==> src/rtl/stream_mux_pkg.sv <==
// Shared definitions for the stream_mux_rr block.
//   MODE_FIXED / MODE_RR : encodings of the mode input
//   oh2idx()             : index of the set bit in a one-hot vector
//                          (up to MAX_CH bits; callers zero-extend and cast)
package stream_mux_pkg;

  localparam logic MODE_FIXED = 1'b0;
  localparam logic MODE_RR    = 1'b1;

  localparam int MAX_CH = 16;
  localparam int IDX_W  = 4;

  function automatic logic [IDX_W-1:0] oh2idx(input logic [MAX_CH-1:0] oh);
    logic [IDX_W-1:0] idx;
    idx = '0;
    for (int i = 0; i < MAX_CH; i++)
      if (oh[i]) idx = IDX_W'(i);
    return idx;
  endfunction

endpackage

==> src/rtl/stream_mux_rr_arbiter.sv <==
// Round-robin arbiter with its own rotating priority pointer.
//   clk, rst_n : clock, async active-low reset (pointer resets to 0)
//   req        : per-channel request
//   advance    : a grant was consumed this cycle; move pointer past it
//   grant      : one-hot grant, first requester at or after the pointer
//   grant_idx  : index of the granted channel (0 when no grant)
module rr_arbiter
  import stream_mux_pkg::*;
#(
  parameter  int N_CH  = 4,
  localparam int SEL_W = $clog2(N_CH)
) (
  input  logic             clk,
  input  logic             rst_n,
  input  logic [N_CH-1:0]  req,
  input  logic             advance,
  output logic [N_CH-1:0]  grant,
  output logic [SEL_W-1:0] grant_idx
);

  logic [SEL_W-1:0] ptr;
  logic             found;

  // Scan ptr, ptr+1, ... with explicit wrap so non-power-of-two N_CH works.
  always_comb begin
    grant = '0;
    found = 1'b0;
    for (int k = 0; k < N_CH; k++) begin
      int j;
      j = int'(ptr) + k;
      if (j >= N_CH) j = j - N_CH;
      if (!found && req[j]) begin
        grant[j] = 1'b1;
        found    = 1'b1;
      end
    end
  end

  assign grant_idx = SEL_W'(oh2idx(MAX_CH'(grant)));

  always_ff @(posedge clk or negedge rst_n) begin
    if (!rst_n)
      ptr <= '0;
    else if (advance)
      ptr <= (grant_idx == SEL_W'(N_CH-1)) ? '0 : grant_idx + 1'b1;
  end

endmodule

==> src/rtl/stream_mux_rr.sv <==
// N-channel registered stream multiplexer, fixed-select or round-robin.
//   clk, rst_n : clock, async active-low reset
//   mode       : MODE_FIXED (use sel) / MODE_RR (round-robin over valids)
//   sel        : channel index in fixed mode; out-of-range selects nothing
//   in_data    : channel i at [i*WIDTH +: WIDTH]
//   in_valid   : per-channel valid
//   in_ready   : per-channel ready, combinational, at most one high
//   out_data   : registered data of the last accepted beat
//   out_valid  : registered valid
//   out_ready  : consumer ready
//   out_ch     : channel that supplied out_data
module stream_mux_rr
  import stream_mux_pkg::*;
#(
  parameter  int WIDTH = 8,
  parameter  int N_CH  = 4,
  localparam int SEL_W = $clog2(N_CH)
) (
  input  logic                  clk,
  input  logic                  rst_n,
  input  logic                  mode,
  input  logic [SEL_W-1:0]      sel,
  input  logic [N_CH*WIDTH-1:0] in_data,
  input  logic [N_CH-1:0]       in_valid,
  output logic [N_CH-1:0]       in_ready,
  output logic [WIDTH-1:0]      out_data,
  output logic                  out_valid,
  input  logic                  out_ready,
  output logic [SEL_W-1:0]      out_ch
);

  logic [N_CH-1:0]             rr_grant, fix_grant, grant;
  logic [SEL_W-1:0]            rr_idx, g_idx;
  logic [N_CH-1:0][WIDTH-1:0]  ch_data;
  logic [WIDTH-1:0]            sel_data;
  logic                        stage_free, accept, advance;

  rr_arbiter #(.N_CH(N_CH)) u_arb (
    .clk       (clk),
    .rst_n     (rst_n),
    .req       (in_valid),
    .advance   (advance),
    .grant     (rr_grant),
    .grant_idx (rr_idx)
  );

  // Fixed grant ignores in_valid; sel beyond N_CH-1 grants nobody.
  always_comb begin
    fix_grant = '0;
    if ({1'b0, sel} < (SEL_W+1)'(N_CH)) fix_grant[sel] = 1'b1;
  end

  assign grant      = (mode == MODE_RR) ? rr_grant : fix_grant;
  assign g_idx      = (mode == MODE_RR) ? rr_idx : sel;
  assign stage_free = !out_valid || out_ready;
  // rst_n gating keeps producers from seeing ready while held in reset.
  assign in_ready   = (rst_n && stage_free) ? grant : '0;
  assign accept     = |(in_valid & in_ready);
  assign advance    = accept && (mode == MODE_RR);

  for (genvar i = 0; i < N_CH; i++) begin : g_ch
    assign ch_data[i] = in_data[i*WIDTH +: WIDTH];
  end

  always_comb begin
    sel_data = '0;
    for (int i = 0; i < N_CH; i++)
      if (grant[i]) sel_data = sel_data | ch_data[i];
  end

  always_ff @(posedge clk or negedge rst_n) begin
    if (!rst_n) begin
      out_valid <= 1'b0;
      out_data  <= '0;
      out_ch    <= '0;
    end else if (accept) begin
      out_valid <= 1'b1;
      out_data  <= sel_data;
      out_ch    <= g_idx;
    end else if (out_ready) begin
      out_valid <= 1'b0;
    end
  end

endmodule
==> config.mk <==
export PLATFORM = sky130hd
export DESIGN_NAME = stream_mux_rr
export DESIGN_NICKNAME = d
export VERILOG_FILES = /design/src/rtl/stream_mux_pkg.sv /design/src/rtl/stream_mux_rr_arbiter.sv /design/src/rtl/stream_mux_rr.sv
export SDC_FILE = /design/constraint.sdc
export NUM_CORES = 1
export LEC_CHECK = 0
export ABC_AREA = 0
export CORE_MARGIN = 1
export CORE_UTILIZATION = 35
export DETAILED_ROUTE_END_ITERATION = 6
export GPL_ROUTABILITY_DRIVEN = 0
export PLACE_DENSITY = 0.68
export RECOVER_POWER = 100
export SYNTH_ARGS = -nofsm -noshare
export SYNTH_HDL_FRONTEND = slang
export SYNTH_SLANG_ARGS = --single-unit
==> constraint.sdc <==
create_clock -name clk -period 3.98 [get_ports clk]
set_input_delay 0.597 -clock clk [delete_from_list [all_inputs] [get_ports clk]]
set_output_delay 0.597 -clock clk [all_outputs]
set_load 0.1 [all_outputs]
---- Word-level counts from Yosys, hierarchy flattened ----
Cells that the tools add are included.
Widths: inputs -> output; s select.
operators by class
  reduce and logical (&&, ||, !) cells .... 17
  mux-type cells .......................... 46
  order comparisons ....................... 14
  add/sub/neg operators ................... 8
  divide/modulo/power cells ............... 0
  shifts and indexed selects .............. 0
  $mul .................................... 0
  eq/ne operators ......................... 1
  bitwise logic cells ..................... 7
operators with widths
  kind                   count
  $ge 32x1->1 const B    4
  $lt 32x4->1 const B    4
  $mux 32                4
  $ge 32x4->1 const B    3
  $sub 32x4->32 const B  3
  $mux 8                 4
  $mux 4                 6
  $or 8x8->8             3
  $mux 1                 19
  $or 4x4->4             3
  $demux 1 s2            5
  $logic_and 1x1->1      10
  $bmux 1 s2             4
  $mux 2                 4
  $add 2x2->3 const B    2
  $and 4x4->4            1
  $logic_not 1->1        4
  $reduce_or 4->1        1
  $sub 2x3->4 const B    1
  $add 2x1->3 const B    1
  $ge 2x3->1 const B     1
  $lt 2x3->1 const B     1
  $add 2x1->2 const B    1
  $eq 2x2->1 const B     1
  other kinds (3)        3
storage, ports and cells
  memory bits (read-only) ................. 0
  memories ................................ 0
  RAM bits ................................ 0
  input bits .............................. 42
  latch bits .............................. 0
  flip-flop bits (word level) ............. 13

---- Depth between registers and ports, before layout ----
Gate-level depths: netlist (run 1).
  depth in word-level cells ............... 23
  gate-level depth with buffers ........... 11
  mapped depth without buffers ............ 9

---- Hierarchy ----
From an unflattened synthesis (run 1), not the netlist that was laid out.
second synthesis, totals
  cell total of the unflattened synthesis .. 152
  area total of the unflattened synthesis .. 1333.8 sq um
modules (own cells, without submodules)
  module         cells each  instances  seq. area each (sq um)  area each (sq um)
  stream_mux_rr  93          1          275.3                   838.3
  rr_arbiter     59          1          50.0                    495.5

---- Worst setup path after synthesis (run 1) ----
No wires, ideal clock.
  path type ............................... register to output
  start ................................... register u_arb.ptr[0]
  end ..................................... output port in_ready[3]
  arrival time ............................ 3.619 ns
  buffers on the path ..................... 1
  cell stages (with the launch flop) ...... 9
  data required time ...................... 3.383 ns
  path slack .............................. -0.236 ns
  cells stage by stage .................... dfrtp_1 > buf_2 > inv_1 > ha_1 > or3_1 > a21oi_2 > o21ai_1 > a41oi_1 > nor2b_1
on the way
  longest elaborated chain between the ends .. 17
ends and longest elaborated chain
  item                                                    line                         RTL
  from (decl)                                             stream_mux_rr_arbiter.sv:21  logic [SEL_W-1:0] ptr;
  from (signal assigned)                                  stream_mux_rr_arbiter.sv:45  ptr <= (grant_idx == SEL_W'(N_CH-1)) ? '0 : grant_idx + 1'b1;
  branches (longest 14 deep; another with $sub 32x4->32)  -
  $mux 4 *                                                stream_mux_rr_arbiter.sv:32  if (!found && req[j]) begin
  $mux 4 *                                                stream_mux_rr.sv:53          assign grant = (mode == MODE_RR) ? rr_grant : fix_grant;
  $mux 4 *                                                stream_mux_rr.sv:57          assign in_ready = (rst_n && stage_free) ? grant : '0;
  to (decl)                                               stream_mux_rr.sv:25          output logic [N_CH-1:0] in_ready,
Mark *: on every way between the ends. The select of a mux whose other input is x is not followed.

---- Worst setup path in the final report (run 1) ----
  start ................................... input port in_valid[0]
  end ..................................... output port in_ready[0]
on the way
  longest elaborated chain between the ends .. 15
ends and longest elaborated chain
  item                                        line                         RTL
  from (decl)                                 stream_mux_rr.sv:24          input logic [N_CH-1:0] in_valid,
  $bmux 1 s2                                  stream_mux_rr_arbiter.sv:32
  $mux 1 (not written as such) (2 in series)  stream_mux_rr_arbiter.sv:32
  $mux 1                                      stream_mux_rr_arbiter.sv:32
  $logic_not 1->1                             stream_mux_rr_arbiter.sv:32
  $logic_and 1x1->1                           stream_mux_rr_arbiter.sv:32
  $mux 1                                      stream_mux_rr_arbiter.sv:32
  $logic_not 1->1                             stream_mux_rr_arbiter.sv:32
  $logic_and 1x1->1                           stream_mux_rr_arbiter.sv:32
  $mux 1                                      stream_mux_rr_arbiter.sv:32
  $logic_not 1->1                             stream_mux_rr_arbiter.sv:32
  $logic_and 1x1->1                           stream_mux_rr_arbiter.sv:32
  $mux 4 *                                    stream_mux_rr_arbiter.sv:32
  $mux 4 *                                    stream_mux_rr.sv:53
  $mux 4 *                                    stream_mux_rr.sv:57
Every way passes the cells marked *; elsewhere a longest branch is shown, timed or not. The select of a mux whose other input is x is not followed.

==> impl_metrics.env, run 1 <==
export IMPL_insertion_delay_ns=0.24
export IMPL_ys_seq_elements=13
export IMPL_grt_start_max_net_pins=16
export IMPL_clk_pin_slew_ns=0.05
export IMPL_cap_violations=0
export IMPL_final_instance_count_excl_fill=239
export IMPL_place_hpwl_um=3030
export IMPL_fin_crit_sh_pct=94.6
export IMPL_critPathKind="input port to output port"
export IMPL_path_buf_inv=2
export IMPL_layout_commonest_cell="clkdlybuf4s50_1"
export IMPL_layout_nets=238
export IMPL_status="complete, no violations"
export IMPL_grt_pass1_wl_um=6330
export IMPL_pwr_density_cell_mw_per_mm2=807
export IMPL_crit_family="compound AO/OA/AOI/OAI gates"
export IMPL_drt_iter0_drc=26
export IMPL_nFillCells=350
export IMPL_most_common_layout_cells="clkdlybuf4s50_1 (38), dlygate4sd3_1 (14), dfrtp_1 (13)"
export IMPL_antenna_found_initial=0
export IMPL_wl_um=3870
export IMPL_start_util_pct=36.6
export IMPL_cellLeakagePower_nw=0.812
export IMPL_post_cts_buffers=0
export IMPL_syn_nets=177
export IMPL_yosysSeqAreaShare_pct=24.1
export IMPL_worst_ep_arrival_time_ns=3.17
export IMPL_die_height_um=64.1
export IMPL_cts_made_buffers=3
export IMPL_pin_count=57
export IMPL_yosysWarnings=0
export IMPL_hold_path_class="register to register"
export IMPL_start_kind="input port"
export IMPL_overflow=0
export IMPL_cts_sinks=13
export IMPL_diodes=0
export IMPL_vias=1339
export IMPL_htree_levels=1
export IMPL_period_needed_ns=3.76
export IMPL_cts_root_buf="clkbuf_8"
export IMPL_relSlewSlack_pct=32.5
export IMPL_fmax_ghz=0.266
export IMPL_grt_pass1_vias=1267
export IMPL_cts_buffer_depth=2
export IMPL_crit_slowest_cell="dlygate4sd3_1"
export IMPL_areaGrowthSynthToFinish_pct=50.2
export IMPL_rows=22
export IMPL_placed_cells=235
export IMPL_placed_cell_area_mm2=0.00203
export IMPL_cts_repair_resize_count=0
export IMPL_cts_tree="yes"
export IMPL_tightest_slew_ns=1.01
export IMPL_drive_gt1_share_pct=16.2
export IMPL_hold_buffers=0
export IMPL_vdd_drop_max_uv=283
export IMPL_antenna_left=0
export IMPL_netlist_instances=131
export IMPL_core_area_mm2=0.00369
export IMPL_first_pass_iters=4
export IMPL_critPathMaxStageDelay_ns=0.68
export IMPL_syn_area_mm2=0.00135
export IMPL_final_area_mm2=0.00203
export IMPL_required_ns=3.38
export IMPL_tns_ns=0
export IMPL_cp_cell_sequence="dlygate4sd3_1 -> or3b_4 -> a2111oi_4 -> o21ai_1 -> a31oi_4 -> nor2b_1 -> buf_12"
export IMPL_die_w_um=64.1
export IMPL_rsz0062_at_grt="no"
export IMPL_die_area_mm2=0.00411
export IMPL_ys_types=41
export IMPL_via_per_inst=5.60
export IMPL_hold_viol=0
export IMPL_layout_area_seq_um2=325
export IMPL_routedWlPerCell_um=16.2
export IMPL_slew_violations=0
export IMPL_clock_skew_ns=0.00172
export IMPL_crit_fanout=10
export IMPL_syn_area_per_cell_um2=10.3
export IMPL_multi_input_area_um2=946
export IMPL_setup_viol=0
export IMPL_track_usage_pct=19.7
export IMPL_drc_errors=0
export IMPL_port_buffer_count=56
export IMPL_crit_path_end_kind="output port"
registers in the layout (all words and copies together), names as in the netlist:
| name | cells |
|---|---|
| out_data | 8 |
| out_valid | 1 |
| u_arb.ptr | 2 |
| out_ch | 2 |
cell families after synthesis:
kind of cell | count (synthesis) | synth area share [%]
muxes | 19 | 20.9
adders and majority gates | 4 | 3.71
DFF | 13 | 24.1
buffers and inverters | 13 | 3.89
and+or+nand+nor | 37 | 16.0
AOI/OAI and AO/OA | 45 | 31.4
final cells by class:
cell class	instances	area share, %
Clock buffer	4	2.22
Multi-Input combinational cell	105	46.6
Timing Repair Buffer	61	30.7
Sequential cell	13	16.0
Inverter	8	1.48
Tap cell	48	2.96
power by group:
part           switching (mW)  internal (mW)  leakage [nW]
Sequential             0.0351          0.199         0.152
Combinational           0.855          0.431         0.637
Clock                  0.0467         0.0707        0.0228
metrics by stage:
stage               hold WS [ns]  utilization [%]  total power [mW]  setup slack [ns]
CTS                        0.508             56.3              1.71             0.332
floorplan                  0.301                -              1.26            0.0445
global placement           0.498             55.1              1.57             0.408
finish                     0.477             55.0              1.64             0.217
global route               0.499             55.0              1.73            0.0887
detailed placement         0.491             55.1              1.59             0.291
per-layer routing:
metal | part of all wire (%) | global-route usage (%) | vias up | wire length [um]
met4 | 1.1 | 5.56 | 0 | 44
met3 | 9.0 | 4.11 | 6 | 349
met2 | 46 | 32.7 | 59 | 1770
met1 | 44 | 25.6 | 641 | 1710
li1 | - | - | 633 | -
met5 | 0 | 0 | - | 0
final timing paths:
path	cells past startpoint	endpoint	startpoint	slack [ns]
max	7	in_ready[0]	in_valid[0]	0.22
min	1	out_ch[1]	out_ch[1]	0.48
max reg2reg	9	out_data[3]	u_arb.ptr[1]	0.62
min reg2reg	1	out_ch[1]	out_ch[1]	0.48
max in group asynchronous	2	out_data[1]	rst_n	2.56
min in group asynchronous	2	out_data[6]	rst_n	0.94
synthesized netlist by cell type:
cell type	count	area [um^2]
nand3_1	4	20.0
a22o_1	8	70.1
a21o_1	2	15.0
or3b_2	1	8.76
o21ai_1	3	15.0
ha_1	4	50.1
nor2b_1	8	50.1
o21ai_2	1	8.76
nand4_1	1	6.26
nor2_1	5	18.8
o22a_1	1	8.76
a311oi_2	1	15.0
a21bo_1	1	10.0
clkbuf_1	2	7.51
a31oi_4	3	63.8
mux2_2	1	11.3
a221o_1	8	80.1
a31oi_1	3	18.8
nor3_1	3	15.0
a32oi_1	1	8.76
a2111oi_4	1	27.5
a211oi_4	1	20.0
a21oi_1	6	30.0
a21oi_2	1	8.76
nand3b_1	2	15.0
buf_2	3	15.0
and2_1	1	6.26
or3_1	1	6.26
mux2i_1	3	30.0
dfrtp_1	13	325
mux2_4	10	150
nand2b_1	3	18.8
o21ai_0	3	15.0
mux2_1	2	22.5
inv_1	8	30.0
mux4_2	3	67.6
nand2_1	4	15.0
nor3b_1	1	7.51
a41oi_1	1	8.76
and3b_1	2	17.5
or3b_4	1	11.3
No activity file was read; power rests on OpenSTA's default activity.
==> inputs of run 2 (changes only) <==
--- a/config.mk
+++ b/config.mk
@@ -12,6 +12,7 @@
 export GPL_ROUTABILITY_DRIVEN = 0
 export PLACE_DENSITY = 0.68
 export RECOVER_POWER = 100
+export SLEW_MARGIN = 20
 export SYNTH_ARGS = -nofsm -noshare
 export SYNTH_HDL_FRONTEND = slang
 export SYNTH_SLANG_ARGS = --single-unit
==> results of run 2 <==
No change in the layout: final DEF, timing and power equal those of run 1.
==> inputs of run 3 (changes only) <==
--- a/config.mk
+++ b/config.mk
@@ -6,12 +6,14 @@
 export NUM_CORES = 1
 export LEC_CHECK = 0
 export ABC_AREA = 0
+export CAP_MARGIN = 10
 export CORE_MARGIN = 1
-export CORE_UTILIZATION = 35
+export CORE_UTILIZATION = 43
 export DETAILED_ROUTE_END_ITERATION = 6
 export GPL_ROUTABILITY_DRIVEN = 0
-export PLACE_DENSITY = 0.68
+export PLACE_DENSITY = 0.81
 export RECOVER_POWER = 100
+export SETUP_SLACK_MARGIN = 0.4
 export SLEW_MARGIN = 20
 export SYNTH_ARGS = -nofsm -noshare
 export SYNTH_HDL_FRONTEND = slang
==> impl_metrics.env, run 3 (synthesis gave the netlist of run 1 again) <==
export IMPL_critPathKind="register to register"
export IMPL_rows=19
export IMPL_overflow=0
export IMPL_crit_family="compound AO/OA/AOI/OAI gates"
export IMPL_cts_tree="yes"
export IMPL_cellLeakagePower_nw=0.825
export IMPL_start_util_pct=47.3
export IMPL_die_area_mm2=0.00337
export IMPL_rsz0062_at_grt="yes"
export IMPL_antenna_found_initial=0
export IMPL_crit_path_end_kind="register"
export IMPL_nFillCells=237
export IMPL_tightest_slew_ns=1.01
export IMPL_clkPwrFrac_pct=5.4
export IMPL_violations="design-rule violations"
export IMPL_fmax_ghz=0.278
export IMPL_status="finished, violations left"
export IMPL_vias=1351
export IMPL_areaGrowthSynthToFinish_pct=48.8
export IMPL_die_w_um=58.0
export IMPL_htree_levels=1
export IMPL_cts_made_buffers=3
export IMPL_layout_commonest_cell="clkdlybuf4s50_1"
export IMPL_most_common_layout_cells="clkdlybuf4s50_1 (36), dfrtp_1 (13), dlygate4sd3_1 (12), mux2_1 (9)"
export IMPL_via_per_inst=6.03
export IMPL_swShare_pct=58.9
export IMPL_grt_start_max_net_pins=16
export IMPL_hold_buffers=0
export IMPL_fin_crit_sh_pct=90.3
export IMPL_slew_violations=0
export IMPL_die_height_um=58.0
export IMPL_clk_pin_slew_ns=0.09
export IMPL_seqPwrFrac_pct=14.7
export IMPL_wl_um=4240
export IMPL_drc_errors=8
export IMPL_critPathMaxStageDelay_ns=0.58
export IMPL_top_register="out_data"
export IMPL_core_area_mm2=0.00285
export IMPL_reg_top3="out_data x8, out_ch x2, u_arb.ptr x2"
export IMPL_path_buf_inv=2
export IMPL_setup_viol=0
export IMPL_clock_skew_ns=0.00146
export IMPL_antenna_left=0
export IMPL_place_ws_ns=0.382
export IMPL_first_pass_iters=6
export IMPL_port_buffer_count=56
export IMPL_placed_cell_area_mm2=0.00203
export IMPL_crit_slowest_cell="a211oi_1"
export IMPL_cp_cell_sequence="inv_1 -> ha_1 -> mux4_2 -> nor3b_1 -> a21oi_1 -> a31oi_1 -> a211oi_1 -> a31oi_4 -> clkbuf_1 -> mux2_1"
export IMPL_worst_ep_arrival_time_ns=3.77
export IMPL_drt_iter0_drc=80
export IMPL_hold_viol=0
export IMPL_relSlewSlack_pct=32.5
export IMPL_hold_path_class="register to register"
export IMPL_comb_power_share_pct=79.9
export IMPL_diodes=0
export IMPL_finalWorstSetupSlack_ns=0.386
export IMPL_pwr_density_cell_mw_per_mm2=817
export IMPL_track_usage_pct=27.0
export IMPL_start_kind="register"
export IMPL_largest_reg_flops=8
export IMPL_drive_gt1_share_pct=16.6
export IMPL_layout_nets=240
export IMPL_cts_buffer_depth=2
export IMPL_cap_violations=0
export IMPL_required_ns=4.16
export IMPL_period_needed_ns=3.59
export IMPL_insertion_delay_ns=0.29
export IMPL_p_switching_mw=0.967
export IMPL_vdd_drop_max_uv=383
export IMPL_place_hpwl_um=3330
export IMPL_final_area_mm2=0.00201
export IMPL_intPower_mw=0.674
export IMPL_tns_ns=0
export IMPL_grt_pass1_wl_um=6770
export IMPL_cts_sinks=13
export IMPL_grt_pass1_vias=1360
export IMPL_crit_fanout=10
export IMPL_pin_count=57
export IMPL_routedWlPerCell_um=18.9
export IMPL_cts_root_buf="clkbuf_4"
[run 3: stage by stage]
| step | instances | power [mW] | util [%] | hold slack (ns) |
|---|---|---|---|---|
| floorplan | 131 | 1.26 | - | 0.301 |
| global placement | 220 | 1.58 | 71.3 | 0.498 |
| CTS | 224 | 1.70 | 72.1 | 0.524 |
| global route | 224 | 1.72 | 70.4 | 0.517 |
| finish | 224 | 1.64 | 70.4 | 0.504 |
| detailed placement | 220 | 1.61 | 71.3 | 0.504 |
[run 3: power groups by stage]
| stage | clock network, mW | registers [mW] | logic (mW) |
|---|---|---|---|
| 5_1_grt | 0.101 | 0.248 | 1.38 |
| 4_1_cts | 0.0893 | 0.246 | 1.36 |
| 3_3_place_gp | 0 | 0.245 | 1.33 |
| 6_report | 0.0889 | 0.240 | 1.31 |
| 2_1_floorplan | 0 | 0.644 | 0.616 |
| 3_5_place_dp | 0 | 0.248 | 1.36 |
[run 3: area by class of cell]
type	count	area, um^2	area share (%)
Tap cell	31	38.8	1.93
Inverter	8	30.0	1.49
Clock inverter	1	5.00	0.249
Sequential cell	13	325	16.2
Multi-Input combinational cell	105	943	46.9
Clock buffer	3	22.5	1.12
Timing Repair Buffer	63	644	32.1
[run 3: path summary, 6_finish.rpt]
| path | from | endpoint | slack, ns | cells after the start |
|---|---|---|---|---|
| setup / recovery | u_arb.ptr[1] | out_data[4] | 0.39 | 10 |
| hold / removal | out_data[3] | out_data[3] | 0.50 | 1 |
| setup reg to reg | u_arb.ptr[1] | out_data[4] | 0.39 | 10 |
| hold reg to reg | out_data[3] | out_data[3] | 0.50 | 1 |
| max in group asynchronous | rst_n | out_data[5] | 2.61 | 2 |
| min in group asynchronous | rst_n | out_valid | 0.89 | 2 |
[run 3: what timing repair did]
| item | in CTS | in global routing |
|---|---|---|
| endpoints found under the setup margin | 2 | 3 |
| setup buffers | 0 | 0 |
| endpoints found under the hold margin | 0 | 0 |
| gates resized for setup | 3 | 7 |
[run 3: layer usage]
| metal | vias up | global-route usage, % | share of wire, % | wire length [um] |
|---|---|---|---|---|
| met4 | 0 | 11.9 | 2.2 | 95 |
| li1 | 637 | - | - | - |
| met5 | - | 0 | 0 | 0 |
| met2 | 70 | 46.3 | 50 | 2140 |
| met1 | 634 | 32.9 | 40 | 1700 |
| met3 | 10 | 5.36 | 7.1 | 303 |
